File: config.mk
export PLATFORM = sky130hd
export DESIGN_NAME = mul_sequencer
export DESIGN_NICKNAME = d
export VERILOG_FILES = /design/src/rtl/mul_seq_pkg.sv /design/src/rtl/mul_pp32x8.sv /design/src/rtl/mul_sequencer.sv
export SDC_FILE = /design/constraint.sdc
export NUM_CORES = 2
export LEC_CHECK = 0
export CAP_MARGIN = 40
export CORE_UTILIZATION = 55
export CTS_CLUSTER_DIAMETER = 40
export CTS_CLUSTER_SIZE = 10
export DETAILED_ROUTE_END_ITERATION = 6
export GPL_ROUTABILITY_DRIVEN = 0
export PLACE_DENSITY = 0.71
export SKIP_CTS_REPAIR_TIMING = 1
export SYNTH_ARGS = -nofsm -noshare
export SYNTH_HDL_FRONTEND = slang
export SYNTH_HIERARCHICAL = 1
export SYNTH_SLANG_ARGS = --single-unit
export TNS_END_PERCENT = 20
File: constraint.sdc
create_clock -name clk -period 24.3 [get_ports clk]
set_input_delay 4.86 -clock clk [delete_from_list [all_inputs] [get_ports clk]]
set_output_delay 4.86 -clock clk [all_outputs]
set_load 0.01 [all_outputs]
File: src/rtl/mul_seq_pkg.sv
// Shared types and decode for the HI/LO multiply sequencer.
package mul_seq_pkg;

    typedef enum logic [1:0] {
        ST_IDLE,
        ST_CALC,
        ST_ACC
    } state_e;

    typedef enum logic [1:0] {
        OP_MULT,
        OP_MADD,
        OP_MSUB,
        OP_MUL
    } op_kind_e;

    // SPECIAL-class function codes (alu_op)
    localparam logic [5:0] FN_MULT  = 6'h18;
    localparam logic [5:0] FN_MULTU = 6'h19;
    localparam logic [5:0] FN_MFHI  = 6'h10;
    localparam logic [5:0] FN_MTHI  = 6'h11;
    localparam logic [5:0] FN_MFLO  = 6'h12;
    localparam logic [5:0] FN_MTLO  = 6'h13;

    // SPECIAL2-class function codes (mul_op)
    localparam logic [5:0] FN_MADD  = 6'h00;
    localparam logic [5:0] FN_MADDU = 6'h01;
    localparam logic [5:0] FN_MUL   = 6'h02;
    localparam logic [5:0] FN_MSUB  = 6'h04;
    localparam logic [5:0] FN_MSUBU = 6'h05;

    typedef struct packed {
        logic     recog;
        logic     start;
        op_kind_e kind;
        logic     sgn;
        logic     mthi;
        logic     mtlo;
    } dec_t;

    function automatic dec_t decode_op(input logic alu_op, input logic mul_op,
                                       input logic [5:0] func);
        dec_t d;
        d = '0;
        if (alu_op) begin
            case (func)
                FN_MULT:          begin d.recog = 1'b1; d.start = 1'b1; d.kind = OP_MULT; d.sgn = 1'b1; end
                FN_MULTU:         begin d.recog = 1'b1; d.start = 1'b1; d.kind = OP_MULT; end
                FN_MFHI, FN_MFLO: d.recog = 1'b1;
                FN_MTHI:          begin d.recog = 1'b1; d.mthi = 1'b1; end
                FN_MTLO:          begin d.recog = 1'b1; d.mtlo = 1'b1; end
                default:          ;
            endcase
        end
        if (mul_op && !d.recog) begin
            case (func)
                FN_MADD:  begin d.recog = 1'b1; d.start = 1'b1; d.kind = OP_MADD; d.sgn = 1'b1; end
                FN_MADDU: begin d.recog = 1'b1; d.start = 1'b1; d.kind = OP_MADD; end
                FN_MUL:   begin d.recog = 1'b1; d.start = 1'b1; d.kind = OP_MUL;  d.sgn = 1'b1; end
                FN_MSUB:  begin d.recog = 1'b1; d.start = 1'b1; d.kind = OP_MSUB; d.sgn = 1'b1; end
                FN_MSUBU: begin d.recog = 1'b1; d.start = 1'b1; d.kind = OP_MSUB; end
                default:  ;
            endcase
        end
        return d;
    endfunction

endpackage

File: src/rtl/mul_pp32x8.sv
// Combinational 32x8 unsigned partial product.
module mul_pp32x8 (
    input  logic [31:0] a_i,
    input  logic [7:0]  b_i,
    output logic [39:0] p_o
);

    // one byte slice of the multiplier against the full multiplicand
    always_comb p_o = {8'd0, a_i} * {32'd0, b_i};

endmodule

File: src/rtl/mul_sequencer.sv
// Four-cycle byte-serial multiplier feeding the HI/LO registers.
module mul_sequencer
    import mul_seq_pkg::*;
(
    input  logic        clk,
    input  logic        rst,
    input  logic        issue_valid,
    input  logic        alu_op,
    input  logic        mul_op,
    input  logic [5:0]  func,
    input  logic [31:0] rs_val,
    input  logic [31:0] rt_val,
    input  logic        flush,
    output logic [31:0] hi,
    output logic [31:0] lo,
    output logic        busy,
    output logic        stall,
    output logic        done,
    output logic [31:0] mul_result,
    output logic        mul_valid
);

    state_e      state_q;
    logic [1:0]  cnt_q;
    logic [31:0] a_q, b_q, hi_q, lo_q, mul_result_q;
    op_kind_e    kind_q;
    logic        neg_q, done_q, mul_valid_q;
    logic [63:0] acc_q;

    dec_t        dec;
    logic [31:0] rs_abs, rt_abs;
    logic [7:0]  b_slice;
    logic [39:0] pp;
    logic [63:0] acc_d, prod_d, hilo_d;

    // decode the presented op
    always_comb dec = decode_op(alu_op, mul_op, func);

    // magnitudes for signed ops, raw operands otherwise
    always_comb begin
        rs_abs = (dec.sgn && rs_val[31]) ? (32'd0 - rs_val) : rs_val;
        rt_abs = (dec.sgn && rt_val[31]) ? (32'd0 - rt_val) : rt_val;
    end

    // multiplier byte for the current CALC step, LSB first
    always_comb begin
        case (cnt_q)
            2'd0:    b_slice = b_q[7:0];
            2'd1:    b_slice = b_q[15:8];
            2'd2:    b_slice = b_q[23:16];
            default: b_slice = b_q[31:24];
        endcase
    end

    mul_pp32x8 u_pp (
        .a_i (a_q),
        .b_i (b_slice),
        .p_o (pp)
    );

    // accumulate the shifted partial product; sign fix-up applied to the final sum
    always_comb begin
        acc_d  = acc_q + ({24'd0, pp} << {cnt_q, 3'b000});
        prod_d = neg_q ? (64'd0 - acc_d) : acc_d;
    end

    // HI/LO update selected by op kind, acc_q holds the signed product in ACC
    always_comb begin
        hilo_d = {hi_q, lo_q};
        case (kind_q)
            OP_MULT: hilo_d = acc_q;
            OP_MADD: hilo_d = {hi_q, lo_q} + acc_q;
            OP_MSUB: hilo_d = {hi_q, lo_q} - acc_q;
            default: hilo_d = {hi_q, lo_q};
        endcase
    end

    // sequencer FSM with registered HI/LO, result and completion flags
    // (the signed product is formed on the CALC->ACC edge so done/mul_valid are
    // registered yet still high during the ACC cycle)
    always_ff @(posedge clk or posedge rst) begin
        if (rst) begin
            state_q      <= ST_IDLE;
            cnt_q        <= '0;
            a_q          <= '0;
            b_q          <= '0;
            kind_q       <= OP_MULT;
            neg_q        <= 1'b0;
            acc_q        <= '0;
            hi_q         <= '0;
            lo_q         <= '0;
            mul_result_q <= '0;
            done_q       <= 1'b0;
            mul_valid_q  <= 1'b0;
        end else begin
            done_q      <= 1'b0;
            mul_valid_q <= 1'b0;
            case (state_q)
                ST_IDLE: begin
                    if (issue_valid && !flush) begin
                        if (dec.start) begin
                            a_q     <= rs_abs;
                            b_q     <= rt_abs;
                            kind_q  <= dec.kind;
                            neg_q   <= dec.sgn & (rs_val[31] ^ rt_val[31]);
                            acc_q   <= '0;
                            cnt_q   <= '0;
                            state_q <= ST_CALC;
                        end
                        if (dec.mthi) hi_q <= rs_val;
                        if (dec.mtlo) lo_q <= rs_val;
                    end
                end
                ST_CALC: begin
                    if (flush) begin
                        state_q <= ST_IDLE;
                    end else begin
                        cnt_q <= cnt_q + 2'd1;
                        if (cnt_q == 2'd3) begin
                            acc_q       <= prod_d;
                            state_q     <= ST_ACC;
                            done_q      <= 1'b1;
                            mul_valid_q <= (kind_q == OP_MUL);
                            if (kind_q == OP_MUL) mul_result_q <= prod_d[31:0];
                        end else begin
                            acc_q <= acc_d;
                        end
                    end
                end
                ST_ACC: begin
                    state_q <= ST_IDLE;
                    if (!flush) {hi_q, lo_q} <= hilo_d;
                end
                default: state_q <= ST_IDLE;
            endcase
        end
    end

    assign busy       = (state_q != ST_IDLE);
    assign stall      = issue_valid & busy & dec.recog;
    assign done       = done_q & ~flush;
    assign mul_valid  = mul_valid_q & ~flush;
    assign mul_result = mul_result_q;
    assign hi         = hi_q;
    assign lo         = lo_q;

endmodule

==> flow_results.xml <==
<?xml version="1.0" encoding="UTF-8"?>
<metrics>
  <group name="power">
    <metric name="leak_pwr" unit="nW">15.6</metric>
    <metric name="power_density_normalized_to_cell_area" unit="nW/um^2">163</metric>
    <metric name="vdd.ir_drop.worst" unit="mV">0.109</metric>
  </group>
  <group name="sta">
    <metric name="maxSlewViolCount" unit="">0</metric>
    <metric name="timing.fmax" unit="MHz">83.9</metric>
    <metric name="timing.final.crit_period" unit="ps">11910</metric>
    <metric name="rsz0062_at_grt" unit="">no</metric>
    <metric name="fin_crit_sh" unit="%">49.0</metric>
    <metric name="timing.clock.skew" unit="ps">34.0</metric>
    <metric name="setup-violations-final" unit="">0</metric>
    <metric name="tightest_slew" unit="ps">929</metric>
    <metric name="maxSlewHeadroom" unit="%">38.1</metric>
    <metric name="final-hold-violation-count" unit="">0</metric>
    <metric name="setup_total_negative_slack" unit="ps">0</metric>
  </group>
  <group name="synth">
    <metric name="synth_sequential_area_ratio" unit="%">18.4</metric>
    <metric name="number_of_synthesized_register_bits" unit="">233</metric>
    <metric name="mappedNetlistArea" unit="sq um">31800</metric>
    <metric name="synth_enable_flop_cells" unit="">0</metric>
    <metric name="synth_simple_gate_area_share" unit="%">23.2</metric>
    <metric name="post_synth_xor_area_fraction" unit="%">9.18</metric>
    <metric name="postSynth.topFlopCell" unit="">dfrtp_1</metric>
    <metric name="synthAdderAreaFrac" unit="%">19.2</metric>
    <metric name="avgSynthCellArea" unit="sq um">7.76</metric>
    <metric name="yosys-mux-area-fraction" unit="%">2.44</metric>
    <metric name="synth_top_family_by_area" unit="">simple AND/OR/NAND/NOR gates</metric>
    <metric name="syn_inst" unit="">4090</metric>
    <metric name="synth_compound_area_share" unit="%">21.6</metric>
    <metric name="yosysWarnings" unit="">6</metric>
    <metric name="nets_in_the_synthesized_netlist" unit="">4545</metric>
    <metric name="ys_async_sr_fraction" unit="%">100</metric>
    <metric name="ys_types" unit="">107</metric>
  </group>
  <group name="drt">
    <metric name="sum_of_routed_wire_length_over_all_layers" unit="mm">110</metric>
    <metric name="final_antenna_net_count" unit="">0</metric>
    <metric name="route.top_layer_used" unit="">met5</metric>
    <metric name="detail_route.wl_per_cell" unit="um">22.3</metric>
    <metric name="via_count" unit="">31000</metric>
    <metric name="dr.pass1.iters" unit="">6</metric>
    <metric name="wl_met1" unit="mm">44.0</metric>
    <metric name="viasPerCell" unit="">6.31</metric>
    <metric name="met2_length" unit="mm">48.8</metric>
    <metric name="routed-wl-met3" unit="mm">9.57</metric>
    <metric name="detail_route.drc_violations" unit="">0</metric>
    <metric name="initialDrtViolationCount" unit="">3250</metric>
  </group>
  <group name="cts">
    <metric name="worst_case_clock_buffer_depth" unit="">3</metric>
    <metric name="tritoncts.num_buffers" unit="">40</metric>
    <metric name="clk_pin_slew" unit="ps">50</metric>
    <metric name="number_of_clock_sinks" unit="">233</metric>
    <metric name="cts.htree.levels" unit="">2</metric>
    <metric name="insertion_delay" unit="ps">570</metric>
    <metric name="cts_tree" unit="">done</metric>
    <metric name="clock-root-buffer" unit="">clkbuf_16</metric>
  </group>
  <group name="floorplanning">
    <metric name="design.core.area" unit="sq um">56700</metric>
    <metric name="full_die_area" unit="sq um">58700</metric>
    <metric name="floorplan.die.width" unit="um">242</metric>
    <metric name="floorplan.io_pins" unit="">176</metric>
    <metric name="initial_core_util" unit="%">56.0</metric>
    <metric name="placement_rows" unit="">87</metric>
    <metric name="floorplan.die.height" unit="um">242</metric>
  </group>
  <group name="place">
    <metric name="port_buffers" unit="">175</metric>
    <metric name="hpwl" unit="mm">85.4</metric>
    <metric name="detailed_place.area" unit="sq um">34000</metric>
  </group>
  <group name="layout">
    <metric name="fraction_of_final_layout_cells_sized_beyond_drive_strength_1" unit="%">4.74</metric>
    <metric name="nets" unit="">4584</metric>
    <metric name="final_std_cell_area_no_fill" unit="sq um">35400</metric>
    <metric name="areaGrowthSynthToFinish" unit="%">11.5</metric>
    <metric name="filler_cell_count_in_the_final_layout" unit="">5162</metric>
  </group>
  <group name="grt">
    <metric name="number_of_global_route_vias_before_repair" unit="">29300</metric>
    <metric name="global_route_wire_length_before_repair" unit="mm">170</metric>
    <metric name="overflow" unit="">0</metric>
    <metric name="gr-usage-all-layers" unit="%">36.9</metric>
    <metric name="number_of_antenna_violations_at_the_first_check_in_global_routing" unit="">4</metric>
    <metric name="grt_start_max_net_pins" unit="">108</metric>
  </group>
  <group name="critical_path">
    <metric name="critPathLaunchType" unit="">register</metric>
    <metric name="setup.reg_to_reg.worst_slack" unit="ps">12390</metric>
    <metric name="critical_path_peak_fanout" unit="">61</metric>
    <metric name="cp_common_cell" unit="">fa_1</metric>
    <metric name="max_incr_delay_on_cp" unit="ps">620</metric>
    <metric name="worst-endpoint-arrival" unit="ps">12310</metric>
    <metric name="worstPathRequired" unit="ps">24700</metric>
    <metric name="setup.worst_path.class" unit="">reg2reg</metric>
    <metric name="worstSetupEndpointType" unit="">register</metric>
    <metric name="slowest_stage" unit="">a21oi_4</metric>
  </group>
  <group name="status">
    <metric name="run_status" unit="">finished clean</metric>
  </group>
  <group name="flow_run">
    <metric name="maxCapViolations" unit="">0</metric>
  </group>
  <group name="worst_hold_path">
    <metric name="min-delay-path-class" unit="">reg2reg</metric>
  </group>
</metrics>
## critical path: cells and delay by family, from the launching register on
kind                       cells  cell delay, ps
and+or+nand+nor               10            2850
adders and majority gates      7            3100
DFF                            1             380
muxes                          2             570
buffers and inverters          5            1140
xor gates and xnor gates       2             450
AOI/OAI and AO/OA             11            3210
## cell usage in the layout, fill, tap and decap left out, types with 19 or more instances in the layout
cell / netlist / final
o21a_1: 22 / 22
xnor2_1: 198 / 198
o21ai_0: 345 / 345
and2_1: 241 / 241
nor4_1: 25 / 25
xor2_1: 135 / 135
nand3_1: 77 / 77
and3_1: 29 / 29
mux2i_1: 64 / 63
ha_1: 197 / 195
a31oi_1: 34 / 34
dfrtp_1: 233 / 231
o21bai_1: 29 / 29
or3_1: 42 / 42
or2_2: 19 / 19
clkdlybuf4s50_1: 0 / 175
a21oi_1: 293 / 286
buf_4: 3 / 29
a211oi_1: 38 / 38
inv_1: 282 / 281
nand2b_1: 33 / 32
fa_1: 182 / 182
nor2_1: 300 / 298
o21ai_1: 21 / 21
a21o_1: 74 / 74
nor2b_1: 34 / 33
nor3_1: 71 / 70
clkbuf_16: 0 / 42
nand4_1: 52 / 52
o211ai_1: 19 / 19
nand2_1: 480 / 479
o31ai_1: 50 / 50
## worst paths after layout
kind | endpoint | cells after the start | startpoint
min in group asynchronous | hi[29] | 2 | rst
max in group asynchronous | lo[24] | 4 | rst
hold / removal | b_q[29] | 2 | b_q[29]
setup reg to reg | acc_q[57] | 37 | cnt_q[1]
hold reg to reg | b_q[29] | 2 | b_q[29]
setup / recovery | acc_q[57] | 37 | cnt_q[1]
## flip-flops by register name (all words and copies together) (netlist names)
| name | cells |
|---|---|
| b_q | 32 |
| a_q | 32 |
| kind_q | 2 |
| done_q | 1 |
| mul_result | 32 |
| cnt_q | 2 |
| lo | 32 |
| neg_q | 1 |
| acc_q | 64 |
| hi | 32 |
| state_q | 2 |
| mul_valid_q | 1 |
## synthesized netlist by cell type, types with 12 or more instances
master	instances	area share, %
mux2i_1	64	2.0
buf_2	17	0.27
o21bai_1	29	0.69
o31ai_1	50	1.2
o211ai_1	19	0.45
or2_2	19	0.37
inv_1	282	3.3
nor4_1	25	0.49
a31oi_1	34	0.67
nand2b_1	33	0.65
a221oi_1	16	0.44
dfrtp_1	233	18
o21ai_1	21	0.33
nand2_1	480	5.7
o21a_1	22	0.52
and3_1	29	0.57
a21oi_1	293	4.6
buf_1	17	0.20
xor2_1	135	3.7
nor2_1	300	3.5
a21o_1	74	1.7
nor3_1	71	1.1
nor2b_1	34	0.67
xnor2_1	198	5.5
nand4_1	52	1.0
o21ai_0	345	5.4
clkbuf_1	175	2.1
a211oi_1	38	0.90
ha_1	197	7.8
and2_1	241	4.7
or3_1	42	0.83
nand3_1	77	1.2
mux2_2	12	0.43
fa_1	182	11
## power breakdown
part | internal (mW) | switching, mW | total (mW)
registers | 0.478 | 0.220 | 0.698
logic | 1.61 | 2.89 | 4.50
clock network | 0.363 | 0.216 | 0.579
total | 2.45 | 3.33 | 5.78
## kinds of logic after synthesis
kind of cell               count (synthesis)
DFF                                      233
muxes                                     76
buffers and inverters                    495
and+or+nand+nor                         1482
AOI/OAI and AO/OA                       1092
adders and majority gates                379
xor gates and xnor gates                 333
## layout make-up
class,instances,area [sq um],area share (%)
Antenna cell,1,2.50,0.00707
Clock buffer,47,1080,3.05
Clock inverter,22,267,0.753
Inverter,282,1070,3.01
Multi-Input combinational cell,3362,24100,68.2
Sequential cell,233,5830,16.5
Tap cell,756,946,2.67
Timing Repair Buffer,210,2070,5.84
## through the flow
step / hold WS [ps] / setup slack, ps / utilization, % / instances / power [mW]
after floorplan: 448 / 13050 / - / 4090 / 3.82
after global placement: 463 / 12590 / 59.8 / 4836 / 5.00
after detailed placement: 473 / 12560 / 60.0 / 4843 / 5.03
after CTS: 485 / 12550 / 62.4 / 4912 / 5.65
after global routing: 508 / 11800 / 62.4 / 4912 / 6.19
final: 478 / 12390 / 62.4 / 4913 / 5.78
## per-layer routing
layer,vias up,global-route usage [%]
li1,14300,-
met1,14900,47.7
met2,1452,57.8
met3,353,7.09
met4,4,20.8
met5,-,0
(Power assumes the default switching activity.)
